==> config.mk <==
export PLATFORM = sky130hd
export DESIGN_NAME = tvip_reset_sequencer
export DESIGN_NICKNAME = d
export VERILOG_FILES = /design/src/rtl/tvip_reset_sequencer_pkg.sv /design/src/rtl/tvip_reset_cycle_counter.sv /design/src/rtl/tvip_reset_sequencer.sv
export SDC_FILE = /design/constraint.sdc
export NUM_CORES = 1
export LEC_CHECK = 0
export CORE_ASPECT_RATIO = 1.4
export CORE_MARGIN = 1.5
export CORE_UTILIZATION = 42
export CTS_CLUSTER_DIAMETER = 40
export CTS_CLUSTER_SIZE = 12
export DETAILED_ROUTE_END_ITERATION = 8
export GPL_TIMING_DRIVEN = 0
export MAX_ROUTING_LAYER = met4
export PLACE_DENSITY = 0.7
export REMOVE_ABC_BUFFERS = 1
export SLEW_MARGIN = 10
export SYNTH_ARGS = -nofsm -noshare
export SYNTH_HDL_FRONTEND = slang
export SYNTH_SLANG_ARGS = --single-unit
==> constraint.sdc <==
create_clock -name i_clk -period 2.75 [get_ports i_clk]
set_clock_uncertainty 0.05 [all_clocks]
set_input_delay 0.55 -clock i_clk [delete_from_list [all_inputs] [get_ports i_clk]]
set_output_delay 0.55 -clock i_clk [all_outputs]
set_load 0.005 [all_outputs]
==> src/rtl/tvip_reset_sequencer_pkg.sv <==
// Shared types and helpers for the reset sequencer: FSM state encoding and
// the width rule for the requester-index output.
package tvip_reset_sequencer_pkg;

  typedef enum logic [1:0] {
    StAssert  = 2'd0,
    StRelease = 2'd1,
    StRun     = 2'd2
  } seq_state_e;

  // Index width for n sources, never narrower than one bit.
  function automatic int unsigned idx_width(input int unsigned n);
    return (n > 1) ? $clog2(n) : 1;
  endfunction

endpackage

==> src/rtl/tvip_reset_cycle_counter.sv <==
// Clearable up-counter with a compare-done flag, used for both the hold time
// and the inter-domain stagger time.
module tvip_reset_cycle_counter #(
  parameter int unsigned COUNT_WIDTH = 16
) (
  input  logic                   clk_i,
  input  logic                   rst_ni,
  input  logic                   clr_i,
  input  logic                   en_i,
  input  logic [COUNT_WIDTH-1:0] limit_i,
  output logic                   done_o
);

  logic [COUNT_WIDTH-1:0] count_q, count_d;

  // Caller guarantees limit_i >= 1; done marks the last counted cycle.
  assign done_o = en_i && (count_q >= (limit_i - COUNT_WIDTH'(1)));

  always_comb begin
    count_d = count_q;
    if (clr_i) begin
      count_d = '0;
    end else if (en_i) begin
      count_d = count_q + COUNT_WIDTH'(1);
    end
  end

  always_ff @(posedge clk_i or negedge rst_ni) begin
    if (!rst_ni) begin
      count_q <= '0;
    end else begin
      count_q <= count_d;
    end
  end

endmodule

==> src/rtl/tvip_reset_sequencer.sv <==
// Reset sequencer: holds all domains in reset, then releases them in ascending
// order with a programmable stagger; any request restarts the sequence.
module tvip_reset_sequencer
  import tvip_reset_sequencer_pkg::*;
#(
  parameter int unsigned NUM_REQUESTERS = 4,
  parameter int unsigned NUM_DOMAINS    = 3,
  parameter int unsigned COUNT_WIDTH    = 16
) (
  input  logic                                   i_clk,
  input  logic                                   i_rst_n,
  input  logic [NUM_REQUESTERS-1:0]              i_reset_request,
  input  logic [COUNT_WIDTH-1:0]                 i_assert_cycles,
  input  logic [COUNT_WIDTH-1:0]                 i_stagger_cycles,
  output logic [NUM_DOMAINS-1:0]                 o_reset_n,
  output logic                                   o_ready,
  output logic [NUM_REQUESTERS-1:0]              o_request_ack,
  output logic [idx_width(NUM_REQUESTERS)-1:0]   o_last_source
);

  localparam int unsigned SrcW = idx_width(NUM_REQUESTERS);

  seq_state_e                state_q, state_d;
  logic [NUM_DOMAINS-1:0]    rst_q, rst_d;
  logic                      ready_q, ready_d;
  logic [NUM_REQUESTERS-1:0] ack_q, ack_d;
  logic [SrcW-1:0]           last_q, last_d;

  logic                   req_any, stagger_zero;
  logic [SrcW-1:0]        req_low;
  logic [COUNT_WIDTH-1:0] hold_limit, stg_limit;
  logic                   hold_en, hold_clr, hold_done;
  logic                   stg_en, stg_clr, stg_done;

  assign req_any      = |i_reset_request;
  assign stagger_zero = (i_stagger_cycles == '0);
  assign hold_limit   = (i_assert_cycles == '0) ? COUNT_WIDTH'(1) : i_assert_cycles;
  assign stg_limit    = stagger_zero ? COUNT_WIDTH'(1) : i_stagger_cycles;

  // A request seen in ASSERT restarts the full hold time.
  assign hold_en  = (state_q == StAssert) && !req_any;
  assign hold_clr = (state_q != StAssert) || req_any || hold_done;
  assign stg_en   = (state_q == StRelease);
  assign stg_clr  = (state_q != StRelease) || stg_done;

  always_comb begin
    req_low = '0;
    for (int i = NUM_REQUESTERS - 1; i >= 0; i--) begin
      if (i_reset_request[i]) req_low = SrcW'(i);
    end
  end

  tvip_reset_cycle_counter #(
    .COUNT_WIDTH (COUNT_WIDTH)
  ) u_hold_cnt (
    .clk_i   (i_clk),
    .rst_ni  (i_rst_n),
    .clr_i   (hold_clr),
    .en_i    (hold_en),
    .limit_i (hold_limit),
    .done_o  (hold_done)
  );

  tvip_reset_cycle_counter #(
    .COUNT_WIDTH (COUNT_WIDTH)
  ) u_stagger_cnt (
    .clk_i   (i_clk),
    .rst_ni  (i_rst_n),
    .clr_i   (stg_clr),
    .en_i    (stg_en),
    .limit_i (stg_limit),
    .done_o  (stg_done)
  );

  // rst_q is a thermometer code: released domains shift in from bit 0.
  always_comb begin
    state_d = state_q;
    rst_d   = rst_q;
    ack_d   = '0;
    last_d  = last_q;
    unique case (state_q)
      StAssert: begin
        rst_d = '0;
        if (hold_done) begin
          rst_d   = stagger_zero ? '1 : NUM_DOMAINS'(1);
          state_d = (&rst_d) ? StRun : StRelease;
        end
      end
      StRelease: begin
        if (req_any) begin
          state_d = StAssert;
          rst_d   = '0;
          ack_d   = i_reset_request;
          last_d  = req_low;
        end else if (stg_done || stagger_zero) begin
          rst_d = stagger_zero ? '1 : ((rst_q << 1) | NUM_DOMAINS'(1));
          if (&rst_d) state_d = StRun;
        end
      end
      StRun: begin
        if (req_any) begin
          state_d = StAssert;
          rst_d   = '0;
          ack_d   = i_reset_request;
          last_d  = req_low;
        end
      end
      default: begin
        state_d = StAssert;
        rst_d   = '0;
      end
    endcase
    ready_d = (state_d == StRun);
  end

  always_ff @(posedge i_clk or negedge i_rst_n) begin
    if (!i_rst_n) begin
      state_q <= StAssert;
      rst_q   <= '0;
      ready_q <= 1'b0;
      ack_q   <= '0;
      last_q  <= '0;
    end else begin
      state_q <= state_d;
      rst_q   <= rst_d;
      ready_q <= ready_d;
      ack_q   <= ack_d;
      last_q  <= last_d;
    end
  end

  assign o_reset_n     = rst_q;
  assign o_ready       = ready_q;
  assign o_request_ack = ack_q;
  assign o_last_source = last_q;

endmodule

### Word-level counts from Yosys, hierarchy flattened

Cells that the tools add are included.

| word-level totals | value |
|---|---|
| register bits after elaboration | 44 |
| input bits | 38 |

| operators by class | value |
|---|---|
| $add $sub $neg | 4 |
| order comparisons | 2 |
| equal/unequal tests | 6 |
| muxes and demuxes | 26 |
| reductions and logical operators | 20 |

Operators with widths:

| operator | number |
|---|---|
| 2-to-1 mux 16 bit | 6 |
| adder 16 x 1 -> 16 bit (second input constant) | 2 |
| >= comparator 16 bit | 2 |
| logical NOT 16 bit | 2 |
| subtractor 16 x 1 -> 16 bit (second input constant) | 2 |
| 2-to-1 mux 2 bit | 10 |
| 2-to-1 mux 3 bit | 6 |
| one-hot mux 3 bit (3 select lines) | 1 |
| 2-to-1 mux 4 bit | 2 |
| one-hot mux 2 bit (3 select lines) | 1 |
| AND reduction 3 bit | 2 |
| nonzero test 2 bit | 3 |
| equality test 2 bit (second input constant) | 2 |
| logical OR 1 bit | 4 |
| AND reduction 2 bit | 2 |
| OR reduction 4 bit | 1 |
| logical AND 1 bit | 3 |
| != test 3 bit (second input constant) | 1 |
| equality test 2 x 1 -> 1 bit (second input constant) | 1 |
| logical NOT 2 bit | 1 |
| != test 2 x 1 -> 1 bit (second input constant) | 1 |
| != test 2 bit (second input constant) | 1 |
| OR reduction 2 bit | 1 |
| logical NOT 1 bit | 1 |

### Logic depth before layout (Yosys ltp)

| depth | value |
|---|---|
| word-level depth | 10 |
| depth in mapped cells | 21 |
| gate-level depth less buffers | 21 |

### Hierarchy

From an unflattened synthesis, not the netlist that was laid out.

| unflattened totals | value |
|---|---|
| cells, all modules | 416 |
| area, all modules | 3781.1 sq um |

Modules (own cells, without submodules):

| module | seq. area each (sq um) | cells an instance | instances | area an instance (sq um) |
|---|---|---|---|---|
| tvip_reset_cycle_counter (u_stagger_cnt) | 400.4 | 159 | 1 | 1463.9 |
| tvip_reset_cycle_counter (u_hold_cnt) | 400.4 | 157 | 1 | 1462.7 |
| tvip_reset_sequencer | 300.3 | 100 | 1 | 854.6 |

### Worst setup path before layout

No wires, ideal clock.

| path | value |
|---|---|
| kind | input to register |
| start point | input port i_assert_cycles[4] |
| end point | register u_hold_cnt.count_q[14] |
| path buffers | 2 |
| data arrival time | 4.486 ns |
| setup time | 0.072 ns |
| setup slack | -1.859 ns |
| required time | 2.628 ns |
| cell stages on the path | 20 |
| path through | or4_4 or3_4 or3_4 or3_4 nor2_1 nand2_1 nor2_1 nor2_1 ha_1 nand2_1 nor3_1 xnor2_1 ha_1 a21o_1 a2111oi_0 o211ai_1 or2_1 clkbuf_1 clkbuf_1 nor2_1 |

| on the way | value |
|---|---|
| longest elaborated chain between the ends | 7 |
| elaborated cells on any way between the ends | 8 |
| those cells by class | add/sub (1); order compare (1); mux (2); reduce/logical (4) |

Ends and longest elaborated chain:

| item | RTL line | RTL |
|---|---|---|
| start, declared | tvip_reset_sequencer.sv:13 | `input logic [COUNT_WIDTH-1:0] i_assert_cycles,` |
| logical NOT 16 bit | tvip_reset_sequencer.sv:37 | `assign hold_limit = (i_assert_cycles == '0) ? COUNT_WIDTH'(1) : i_assert_cycles;` |
| 2-to-1 mux 16 bit * | tvip_reset_sequencer.sv:37 |  |
| subtractor 16 x 1 -> 16 bit * | tvip_reset_cycle_counter.sv:17 | `assign done_o = en_i && (count_q >= (limit_i - COUNT_WIDTH'(1)));` |
| >= comparator 16 bit * | tvip_reset_cycle_counter.sv:17 |  |
| logical AND 1 bit * | tvip_reset_cycle_counter.sv:17 |  |
| logical OR 1 bit * | tvip_reset_sequencer.sv:42 | `assign hold_clr = (state_q != StAssert) \|\| req_any \|\| hold_done;` |
| 2-to-1 mux 16 bit / nonzero test 2 bit (equally long branches) | n/a |  |
| end signal, assigned | tvip_reset_cycle_counter.sv:32 | `count_q <= count_d;` |
| end, declared | tvip_reset_cycle_counter.sv:14 | `logic [COUNT_WIDTH-1:0] count_q, count_d;` |

Every way passes the cells marked *; elsewhere a longest branch is shown, timed or not.
A chain may end at the register's enable or synchronous reset.

### Worst setup path after layout

| path | value |
|---|---|
| start point | input port i_assert_cycles[7] |
| end point | register ready_q, in the netlist o_ready |

| on the way | value |
|---|---|
| longest elaborated chain between the ends | 8 |

Ends and longest elaborated chain:

| item | RTL line | RTL |
|---|---|---|
| logical NOT 16 bit | tvip_reset_sequencer.sv:37 |  |
| 2-to-1 mux 16 bit * | tvip_reset_sequencer.sv:37 |  |
| subtractor 16 x 1 -> 16 bit * | tvip_reset_cycle_counter.sv:17 |  |
| >= comparator 16 bit * | tvip_reset_cycle_counter.sv:17 |  |
| logical AND 1 bit * | tvip_reset_cycle_counter.sv:17 |  |
| 2-to-1 mux 2 bit * | tvip_reset_sequencer.sv:84 | `if (hold_done) begin` |
| one-hot mux 2 bit (3 select lines) * | tvip_reset_sequencer.sv:81 | `unique case (state_q)` |
| equality test 2 bit * | tvip_reset_sequencer.sv:113 | `ready_d = (state_d == StRun);` |
| net ready_d | tvip_reset_sequencer.sv:25 | `logic ready_q, ready_d;` |
| end signal, assigned | tvip_reset_sequencer.sv:126 | `ready_q <= ready_d;` |
| end, declared | tvip_reset_sequencer.sv:25 |  |

Mark *: on every way through the listed nets, which the timed path passes. The rest lies on a longest branch.

==> results.cfg <==
[power_and_ir_drop]
total_chip_power_w = 0.001377
cellLeakagePower_nw = 1.904
internal_power_w = 0.001046
p_clk_share_pct = 35.6
sw_frac_of_total_pct = 24.08
pwr-share-seq_pct = 47.8
power_per_unit_of_standard_cell_area_nw_per_um2 = 301.2
p_sw_w = 0.0003316
worst_ir_drop_vdd_mv = 0.2423
power.combinational.fraction_pct = 16.6

[die]
num_rows = 37
die_span_in_x_um = 77.70
initial_core_util_pct = 44.02
die-area_sq_um = 8358
fp.coreArea_sq_um = 7453
ioPinCount = 48
die_height_um = 107.6

[sta]
worstMarginPinSlew_ns = 0.8806
drv_slew = 0
finalHoldViolCount = 0
final.setup.worst_slack_ns = -1.840
rsz0062_at_grt = yes
max_clock_freq_mhz = 217.8
setup_viol = 38
min_period_over_period_pct = 166.9
relSlewSlack_pct = 40.75
fin_tns_setup_ns = -59.27
period_minus_slack_ns = 4.590

[outcome]
outcome = complete, but fails checks
failed_checks = setup timing

[yosys]
yosysUniqueCellTypes = 49
synth.yosys.seq_area_share_pct = 33.56
netlist_instances = 362
synth_area_leaders = dfrtp_1 34%, ha_1 15%, xnor2_1 8.5%
syn-mean-instance-area_sq_um = 9.063
synth_top_flop_cell = dfrtp_1
synth-edff-count = 0
synthDominantAreaCellType = dfrtp_1
ys_async_sr_fraction_pct = 100.0
yosys_register_bits = 44
synthesis_warning_total = 0
post_synth_top_area_share_pct = 33.56
syn_area_sq_um = 3281

[placed_design]
io_buffer_count = 47
place.gp.congestion = 0.7924
preCtsSetupSlack_ns = -2.910
dp_hpwl_mm = 5.406

[drt]
drtIter0Drc = 103
ant_nets = 0
met3_length_um = 174
routed_wl_mm = 8.190
met2_wire_length_mm = 4.764
drt_pass1_iterations = 4
detail_route.vias_per_cell = 5.344
vias = 2934
wirelength_met1_mm = 3.130
topRoutingLayerUsed = met4
drt-wirelength-per-cell_um = 14.92
drcViolationCount = 0

[worst_setup_path]
required_ns = 2.89
worstPathArrival_ns = 4.73
crit_path_top_delay_cell = or4_4
setup.worst_path.class = input pin to flip-flop
max_fo_critical_path = 6
critical_path.max_stage_delay_ns = 0.53
critical_path.most_common_cell = or3_4
crit_chain = buf_6 > or4_4 > or3_4 > or3_4 > or3_4 > nor2_4 > nand2_2 > nor2_2 > nor2_1 > ha_2 > nand2_4 > nor3_2 > xnor2_1 > ha_2 > a21o_1 > a2111oi_4 > o211ai_1 > nand2_1 > mux2i_1 > a32oi_1 > and2_1
worst_path_buffer_plus_inverter_count = 1
start_kind = input pin
crit_end_category = flip-flop
cpLargestDelayFamily = simple AND/OR/NAND/NOR gates

[layout]
diodes = 0
post_route_cells_drive_above_1_share_pct = 25.66
finalNetCount = 529
filler_cell_count = 624
syn2layout_area_growth_pct = 39.36

[clock_network]
tritoncts = yes
cts.root.buffer_cell = clkbuf_8
clk_pin_slew_ns = 0.08
cts_inserted_buffers = 5
clock-sinks = 44
clock_latency_ns = 0.30
clock_tree.htree_level_count = 2
hold_buffers = 0
cts_buffer_depth = 2

[global_routing]
maximum_number_of_pins_on_one_net_before_global_route_repair = 31
first_global_vias = 3136
groute.usage.overall_pct = 20.58
initial_antenna_violation_count = 0
globalRouteOverflowTotal = 0
grt_pass1_wl_mm = 13.69

[run]
cap_violations = 0

[worst_hold_path]
hp-class = input pin to asynchronous set/reset pin
-- cells in the final DEF (no fill, tap or decap), drive strengths merged, types with 2 or more instances in the layout --
cell type      instances
nor2                  64
buf                   49
dfrtp                 44
ha                    40
xnor2                 32
clkdlybuf4s50         30
nand2                 23
xor2                  19
nand3                 17
inv                   14
nor3                  11
o21ai                 10
clkbuf                 9
and2                   7
a21oi                  7
and3                   7
nor4                   7
or3                    5
o211ai                 5
nand4                  4
or4                    4
o21a                   3
nand2b                 3
o31ai                  3
a211oi                 3
nor3b                  2
a221o                  2
a21o                   2
mux2i                  2
o22ai                  2
clkdlybuf4s15          2
or2                    2
-- cell type report --
cell class	count	area, sq um	area share (%)
clock buffers	6	72.57	1.587
clock inverters	2	35.03	0.7663
inverters	14	52.55	1.149
multi-input cells	300	2392	52.33
flip-flops and latches	44	1101	24.08
well taps	97	121.4	2.655
repair buffers	86	797.0	17.43
-- timing repair --
| action | CTS | global route |
|---|---|---|
| buffers inserted | 32 | 5 |
| setup endpoints to repair | 38 | 38 |
| gates resized for setup | 91 | 54 |
| pin swaps | 61 | 30 |
| cloned | 1 | 0 |
| endpoints found under the hold margin | 0 | 0 |
-- final timing paths --
| check | from | endpoint | depth (start not counted) | slack (ns) |
|---|---|---|---|---|
| min in group i_clk | o_last_source[1] | o_last_source[1] | 1 | 0.45 |
| worst min-delay path | i_rst_n | o_request_ack[0] | 1 | 0.10 |
| worst max register to register | u_stagger_cnt.count_q[5] | o_reset_n[0] | 9 | 0.30 |
| worst min register to register | o_last_source[1] | o_last_source[1] | 1 | 0.45 |
| worst max-delay path | i_assert_cycles[7] | o_ready | 21 | -1.84 |
| max in group asynchronous | i_rst_n | o_reset_n[2] | 2 | 2.07 |
-- power by group through the flow --
stage / Combinational [W] / Sequential (W) / Clock (W)
after floorplan: 0.0000740 / 0.000672 / 0
after global placement: 0.000185 / 0.000671 / 0
after detailed placement: 0.000194 / 0.000672 / 0
after CTS: 0.000218 / 0.000659 / 0.000503
after global routing: 0.000251 / 0.000660 / 0.000533
final: 0.000228 / 0.000658 / 0.000490
-- sequential cells by signal, indices dropped and copies added, names as in the netlist --
name	count
o_ready	1
state_q	2
u_stagger_cnt.count_q	16
u_hold_cnt.count_q	16
o_last_source	2
o_request_ack	4
o_reset_n	3
-- through the flow --
| stage | cell area (sq um) | hold WS (ns) | std cells | util (%) |
|---|---|---|---|---|
| 6_report | 4572 | 0.1041 | 549 | 61.34 |
| 5_1_grt | 4572 | 0.1216 | 549 | 61.34 |
| 4_1_cts | 4355 | 0.1083 | 544 | 58.44 |
| 3_5_place_dp | 3872 | 0.4310 | 503 | 51.96 |
| 3_3_place_gp | 3857 | 0.4276 | 502 | 51.75 |
| 2_1_floorplan | 3266 | 0.2044 | 358 | - |
-- Yosys cell counts (all sizes together), types with 3 or more instances --
cell / instances
nor2: 64
dfrtp: 44
ha: 40
xnor2: 32
nand2: 23
xor2: 19
nand3: 17
inv: 14
nor3: 11
o21ai: 10
a21oi: 7
and2: 7
and3: 7
nor4: 7
o211ai: 5
or3: 5
clkbuf: 4
nand4: 4
or4: 4
a211oi: 3
nand2b: 3
o21a: 3
o31ai: 3
-- routing by layer --
metal / track usage (%) / vias to the layer above
li1: - / 1456
met1: 20.46 / 1417
met2: 41.55 / 50
met3: 2.288 / 11
met4: 5.065 / 0
met5: - / -
-- logic make-up (layout without fill, tap and decap cells) --
group	count (synthesis)	count (layout)	synth area share, %
xor gates and xnor gates	51	51	13.62
buffers and inverters	18	108	2.059
adders and majority gates	40	40	15.26
DFF	44	44	33.56
muxes	2	2	0.6102
AOI/OAI and AO/OA	48	48	10.64
and+or+nand+nor	159	159	24.26
(Power assumes the default switching activity.)
